===== src/rtl/serializador_if.sv =====
// serializador_if: queue-head side and serial-link side of the word serializer.
interface serializador_if #(parameter int WIDTH = 8);
    logic [WIDTH-1:0] word_in;
    logic             word_valid;
    logic             dequeue_out;
    logic             status_in;
    logic             data_out;
    logic             write_out;
    logic             busy_out;
    logic [7:0]       frames_sent;
    modport master(input word_in, word_valid, status_in,
                   output dequeue_out, data_out, write_out, busy_out, frames_sent);
    modport slave(output word_in, word_valid, status_in,
                  input dequeue_out, data_out, write_out, busy_out, frames_sent);
endinterface


===== src/rtl/serializador.sv =====
// serializador: pops words from a FWFT queue and shifts them out one bit per ready strobe.
module serializador #(
    parameter int WIDTH      = 8,
    parameter bit MSB_FIRST  = 1,
    parameter int GAP_CYCLES = 1
) (
    input logic             clk_100KHz,
    input logic             reset,
    serializador_if.master  bus
);
    localparam int CW = $clog2(WIDTH);
    typedef enum logic [1:0] {IDLE, SEND, GAP} state_t;
    state_t           state;
    logic [WIDTH-1:0] sh;
    logic [CW-1:0]    bit_cnt;
    logic [3:0]       gap_cnt;
    // gated by reset so no pop leaks out while the block is held in reset
    assign bus.dequeue_out = reset && state == IDLE && bus.word_valid;
    always_ff @(posedge clk_100KHz) begin
        if (!reset) begin
            state           <= IDLE;
            sh              <= '0;
            bit_cnt         <= '0;
            gap_cnt         <= '0;
            bus.data_out    <= 1'b0;
            bus.write_out   <= 1'b0;
            bus.busy_out    <= 1'b0;
            bus.frames_sent <= '0;
        end else begin
            bus.write_out <= 1'b0;
            case (state)
                IDLE: if (bus.word_valid) begin
                    sh           <= bus.word_in;
                    bit_cnt      <= '0;
                    bus.busy_out <= 1'b1;
                    state        <= SEND;
                end
                SEND: if (bus.status_in) begin
                    bus.data_out  <= MSB_FIRST ? sh[WIDTH-1] : sh[0];
                    bus.write_out <= 1'b1;
                    sh            <= MSB_FIRST ? {sh[WIDTH-2:0], 1'b0} : {1'b0, sh[WIDTH-1:1]};
                    bit_cnt       <= bit_cnt + 1'b1;
                    if (bit_cnt == CW'(WIDTH - 1)) begin
                        gap_cnt <= '0;
                        state   <= GAP;
                    end
                end
                GAP: if (gap_cnt == 4'(GAP_CYCLES - 1)) begin
                    bus.frames_sent <= bus.frames_sent + 8'd1;
                    bus.busy_out    <= 1'b0;
                    state           <= IDLE;
                end else begin
                    gap_cnt <= gap_cnt + 4'd1;
                end
                default: state <= IDLE;
            endcase
        end
    end
endmodule


===== src/flat_wrapper.sv =====
// flat-port wrapper written by rule: the top's interface ports become plain ports
module serializador_flat 
#(
    parameter int WIDTH      = 8,
    parameter bit MSB_FIRST  = 1,
    parameter int GAP_CYCLES = 1
)
  (clk_100KHz, reset, bus_word_in, bus_word_valid, bus_status_in, bus_dequeue_out, bus_data_out, bus_write_out, bus_busy_out, bus_frames_sent);
  serializador_if #(.WIDTH(WIDTH)) bus_i ();
  input logic clk_100KHz;
  input logic reset;
  input wire logic [$bits(bus_i.word_in)-1:0] bus_word_in;
  input wire logic [$bits(bus_i.word_valid)-1:0] bus_word_valid;
  input wire logic [$bits(bus_i.status_in)-1:0] bus_status_in;
  output wire logic [$bits(bus_i.dequeue_out)-1:0] bus_dequeue_out;
  output wire logic [$bits(bus_i.data_out)-1:0] bus_data_out;
  output wire logic [$bits(bus_i.write_out)-1:0] bus_write_out;
  output wire logic [$bits(bus_i.busy_out)-1:0] bus_busy_out;
  output wire logic [$bits(bus_i.frames_sent)-1:0] bus_frames_sent;
  assign bus_i.word_in = bus_word_in;
  assign bus_i.word_valid = bus_word_valid;
  assign bus_i.status_in = bus_status_in;
  assign bus_dequeue_out = bus_i.dequeue_out;
  assign bus_data_out = bus_i.data_out;
  assign bus_write_out = bus_i.write_out;
  assign bus_busy_out = bus_i.busy_out;
  assign bus_frames_sent = bus_i.frames_sent;
  serializador #(.WIDTH(WIDTH), .MSB_FIRST(MSB_FIRST), .GAP_CYCLES(GAP_CYCLES)) u_core (.clk_100KHz(clk_100KHz), .reset(reset), .bus(bus_i));
endmodule

===== config.mk =====
export PLATFORM = sky130hd
export DESIGN_NAME = serializador_flat
export DESIGN_NICKNAME = d
export VERILOG_FILES = /design/src/rtl/serializador_if.sv /design/src/rtl/serializador.sv /design/src/flat_wrapper.sv
export SDC_FILE = /design/constraint.sdc
export NUM_CORES = 1
export LEC_CHECK = 0
export BUFFER_PORTS_ARGS = -buffer_cell sky130_fd_sc_hd__buf_2
export CORE_MARGIN = 5
export CORE_UTILIZATION = 58
export DETAILED_ROUTE_END_ITERATION = 16
export HOLD_SLACK_MARGIN = 0.15
export PLACE_DENSITY = 0.86
export SETUP_SLACK_MARGIN = 0.2
export SYNTH_ARGS = -nofsm -noshare
export SYNTH_HDL_FRONTEND = slang
export SYNTH_SLANG_ARGS = --single-unit

===== constraint.sdc =====
create_clock -name clk_100KHz -period 5.2 [get_ports clk_100KHz]
set_clock_uncertainty 0.2 [all_clocks]
set_input_delay 0.78 -clock clk_100KHz [delete_from_list [all_inputs] [get_ports clk_100KHz]]
set_output_delay 0.78 -clock clk_100KHz [all_outputs]
set_load 0.05 [all_outputs]

==> results.py <==
metrics = {
    "global_route": {
        "grt_remaining_overflow": 0,
        "grt_pass1_wl_mm": 5.037,
        "gr-usage-all-layers_pct": 18.21,
        "grt_pass1_vias": 1126,
        "antenna_found_initial": 0,
        "grt_max_degree": 29,
    },
    "sta": {
        "setup_viol": 0,
        "maxSlewViolCount": 0,
        "slew_headroom_pct": 41.53,
        "max_freq_mhz": 358.3,
        "fin_crit_sh_pct": 53.67,
        "period_needed_ns": 2.791,
        "timing.setup.tns_ns": 0,
        "worst_pin_slew_ns": 0.8601,
        "rsz0062_at_grt": "false",
        "final_hold_viol_count": 0,
    },
    "job": {
        "cap_violations": 0,
    },
    "synthesis": {
        "yosysSeqAreaShare_pct": 40.58,
        "syn_nets": 163,
        "netlist_area_sq_um": 1381,
        "synth_cells": 146,
        "synth_cell_types": 38,
        "synth-seq-cells": 28,
        "synth_ff_type": "dfxtp_1",
        "async_flop_share_pct": 0,
        "avgSynthCellArea_sq_um": 9.461,
        "synth-edff-count": 0,
        "synth_warnings": 0,
    },
    "die": {
        "die_w_um": 58.80,
        "initial_utilization_pct": 61.85,
        "io_pins": 24,
        "rows": 17,
        "die_y_um": 58.80,
        "die-area_sq_um": 3457,
        "core-area_sq_um": 2233,
    },
    "setup_path": {
        "cp-end-kind": "output port",
        "r2r-start": "u_core.state[1]$_SDFFE_PN0P_",
        "endpoint": "bus_dequeue_out",
        "r2r_end": "u_core.bus.frames_sent[3]$_SDFFE_PN0P_",
        "crit_required_ns": 4.22,
        "reg2reg_slack_ns": 2.88,
        "path_class": "input pin to output port",
        "cp_max_fo": 19,
        "arrival_ns": 1.81,
        "cp-startpoint": "reset",
        "startpoint_type": "input pin",
        "worst_r2r_path_depth": 3,
    },
    "worst_hold_path": {
        "hold_path_class": "flop to flop",
    },
    "route": {
        "wl_per_cell_um": 14.93,
        "drtIter0Drc": 41,
        "via_per_inst": 6.258,
        "routed_wl_mm": 2.837,
        "drc_errors": 0,
        "vias": 1189,
        "ant_nets": 0,
        "drtPass1Iterations": 4,
    },
    "clock_tree": {
        "cts_hold_buf": 0,
        "cts.path.max_buffers": 2,
        "cts_made_buffers": 3,
        "insertion_delay_ns": 0.32,
        "cts.sinks": 28,
        "ctsResizeCount": 0,
        "cts_tree": "done",
        "clk_pin_slew_worst_paths_ns": 0.15,
        "htreeDepth": 1,
        "post_cts_buffers": 0,
        "cts_root_buffer": "clkbuf_4",
    },
    "pwr": {
        "pwr-share-comb_pct": 11.4,
        "vdd_drop_max_mv": 0.2032,
        "p_sw_mw": 0.09080,
        "power.share.clock_pct": 28.0,
        "p_per_area_nw_per_um2": 247.0,
        "power.internal_mw": 0.2850,
        "leakage_nw": 0.6452,
        "pwr-share-seq_pct": 60.5,
        "switching_share_pct": 24.16,
    },
    "place": {
        "gp_congestion": 0.7491,
        "dp_hpwl_mm": 1.899,
        "port_buffers": 23,
    },
    "layout": {
        "drive_gt1_share_pct": 22.84,
        "antennaDiodeCount": 0,
        "fill_cells": 179,
        "mostFrequentLayoutCell": "dfxtp_1",
        "layout_common_cells": "28 x dfxtp_1, 23 x buf_2, 11 x a21oi_1",
        "multi_input_area_sq_um": 759.5,
        "finalNetCount": 180,
        "area_growth_pct": 10.14,
        "post-route-util_pct": 68.12,
        "seq_area_sq_um": 560.5,
    },
    "outcome": {
        "status": "finished, final reports clean",
    },
}
[worst max-delay path: stages]
cell and delay, ns:
buf_2 0.28, nor4bb_1 0.40, buf_2 0.35
[power by group through the flow]
| stage | clock (mW) | combinational [mW] | sequential, mW |
|---|---|---|---|
| 2_1_floorplan | 0 | 0.0302 | 0.234 |
| 3_3_place_gp | 0 | 0.0411 | 0.232 |
| 3_5_place_dp | 0 | 0.0425 | 0.232 |
| 4_1_cts | 0.107 | 0.0432 | 0.227 |
| 5_1_grt | 0.115 | 0.0477 | 0.229 |
| 6_report | 0.105 | 0.0429 | 0.228 |
[synthesized netlist by cell type (all sizes together), types with 2 or more instances]
library cell  number  area, sq um
or2                2        12.51
mux2               7        78.82
nand2              8        30.03
dfxtp             28        560.5
o31ai              4        30.03
nand4b             4        41.29
ha                 5        62.56
o21bai             7        52.55
inv                4        15.01
buf                5        23.77
clkbuf             6        22.52
o21ai              7        35.03
mux2i              4        43.79
o211ai             4        30.03
nand2b             5        31.28
nor2               2        7.510
a21oi             11        55.05
or3                2        12.51
or4                4        30.03
o311a              7        70.07
nand3              7        35.03
[flip-flops by register name (all words and copies together) (netlist names)]
| name | cells |
|---|---|
| u_core.bus.busy_out | 1 |
| u_core.state | 2 |
| u_core.bit_cnt | 3 |
| u_core.sh | 8 |
| u_core.gap_cnt | 4 |
| u_core.bus.frames_sent | 8 |
| u_core.bus.write_out | 1 |
| u_core.bus.data_out | 1 |
[final cells by class]
cell class	count	area share [%]
Tap cell	28	2.303
Multi-Input combinational cell	103	49.92
Clock buffer	4	2.385
Sequential cell	28	36.84
Timing Repair Buffer	23	7.566
Inverter	4	0.9868
[cell families after synthesis]
logic type | count (synthesis) | synth area share, %
AND/OR/NAND/NOR | 44 | 19.93
AO/OA/AOI/OAI | 43 | 21.65
flip-flops | 28 | 40.58
buffers and inverters | 15 | 4.438
multiplexers | 11 | 8.876
adder cells (fa/ha/maj) | 5 | 4.529
[routing by layer]
layer  share of wire [%]  GRT usage (%)  up-vias
met2                  49          29.97       39
met1                  45          24.30      562
li1                    -              -      583
met3                 5.3          2.632        5
met4                 1.2          6.149        0
met5                   0              0        -
[worst min path at each step]
stage | start | to | slack (ns) | cells after the start
detailed placement | u_core.bus.frames_sent[7]$_SDFFE_PN0P_ | u_core.bus.frames_sent[7]$_SDFFE_PN0P_ | 0.27 | 2
global placement | u_core.bus.frames_sent[7]$_SDFFE_PN0P_ | u_core.bus.frames_sent[7]$_SDFFE_PN0P_ | 0.25 | 2
global route | u_core.bit_cnt[1]$_SDFFE_PN0P_ | u_core.bit_cnt[1]$_SDFFE_PN0P_ | 0.30 | 2
CTS | u_core.bus.frames_sent[7]$_SDFFE_PN0P_ | u_core.bus.frames_sent[7]$_SDFFE_PN0P_ | 0.29 | 2
finish | u_core.bus.frames_sent[7]$_SDFFE_PN0P_ | u_core.bus.frames_sent[7]$_SDFFE_PN0P_ | 0.28 | 2
floorplan | u_core.sh[0]$_SDFFE_PN0P_ | u_core.sh[0]$_SDFFE_PN0P_ | 0.25 | 2
[through the flow]
step                power, mW  worst slack, ns  area [sq um]  hold WS [ns]  cells
finish                 0.3758            2.409          1521        0.2836    190
detailed placement     0.2747            2.400          1485        0.2711    186
floorplan              0.2647            1.547          1381        0.2491    146
CTS                    0.3777            2.389          1521        0.2922    190
global placement       0.2728            2.443          1485        0.2510    186
global route           0.3918            2.251          1521        0.3034    190
Power figures use the tool's default switching activity.
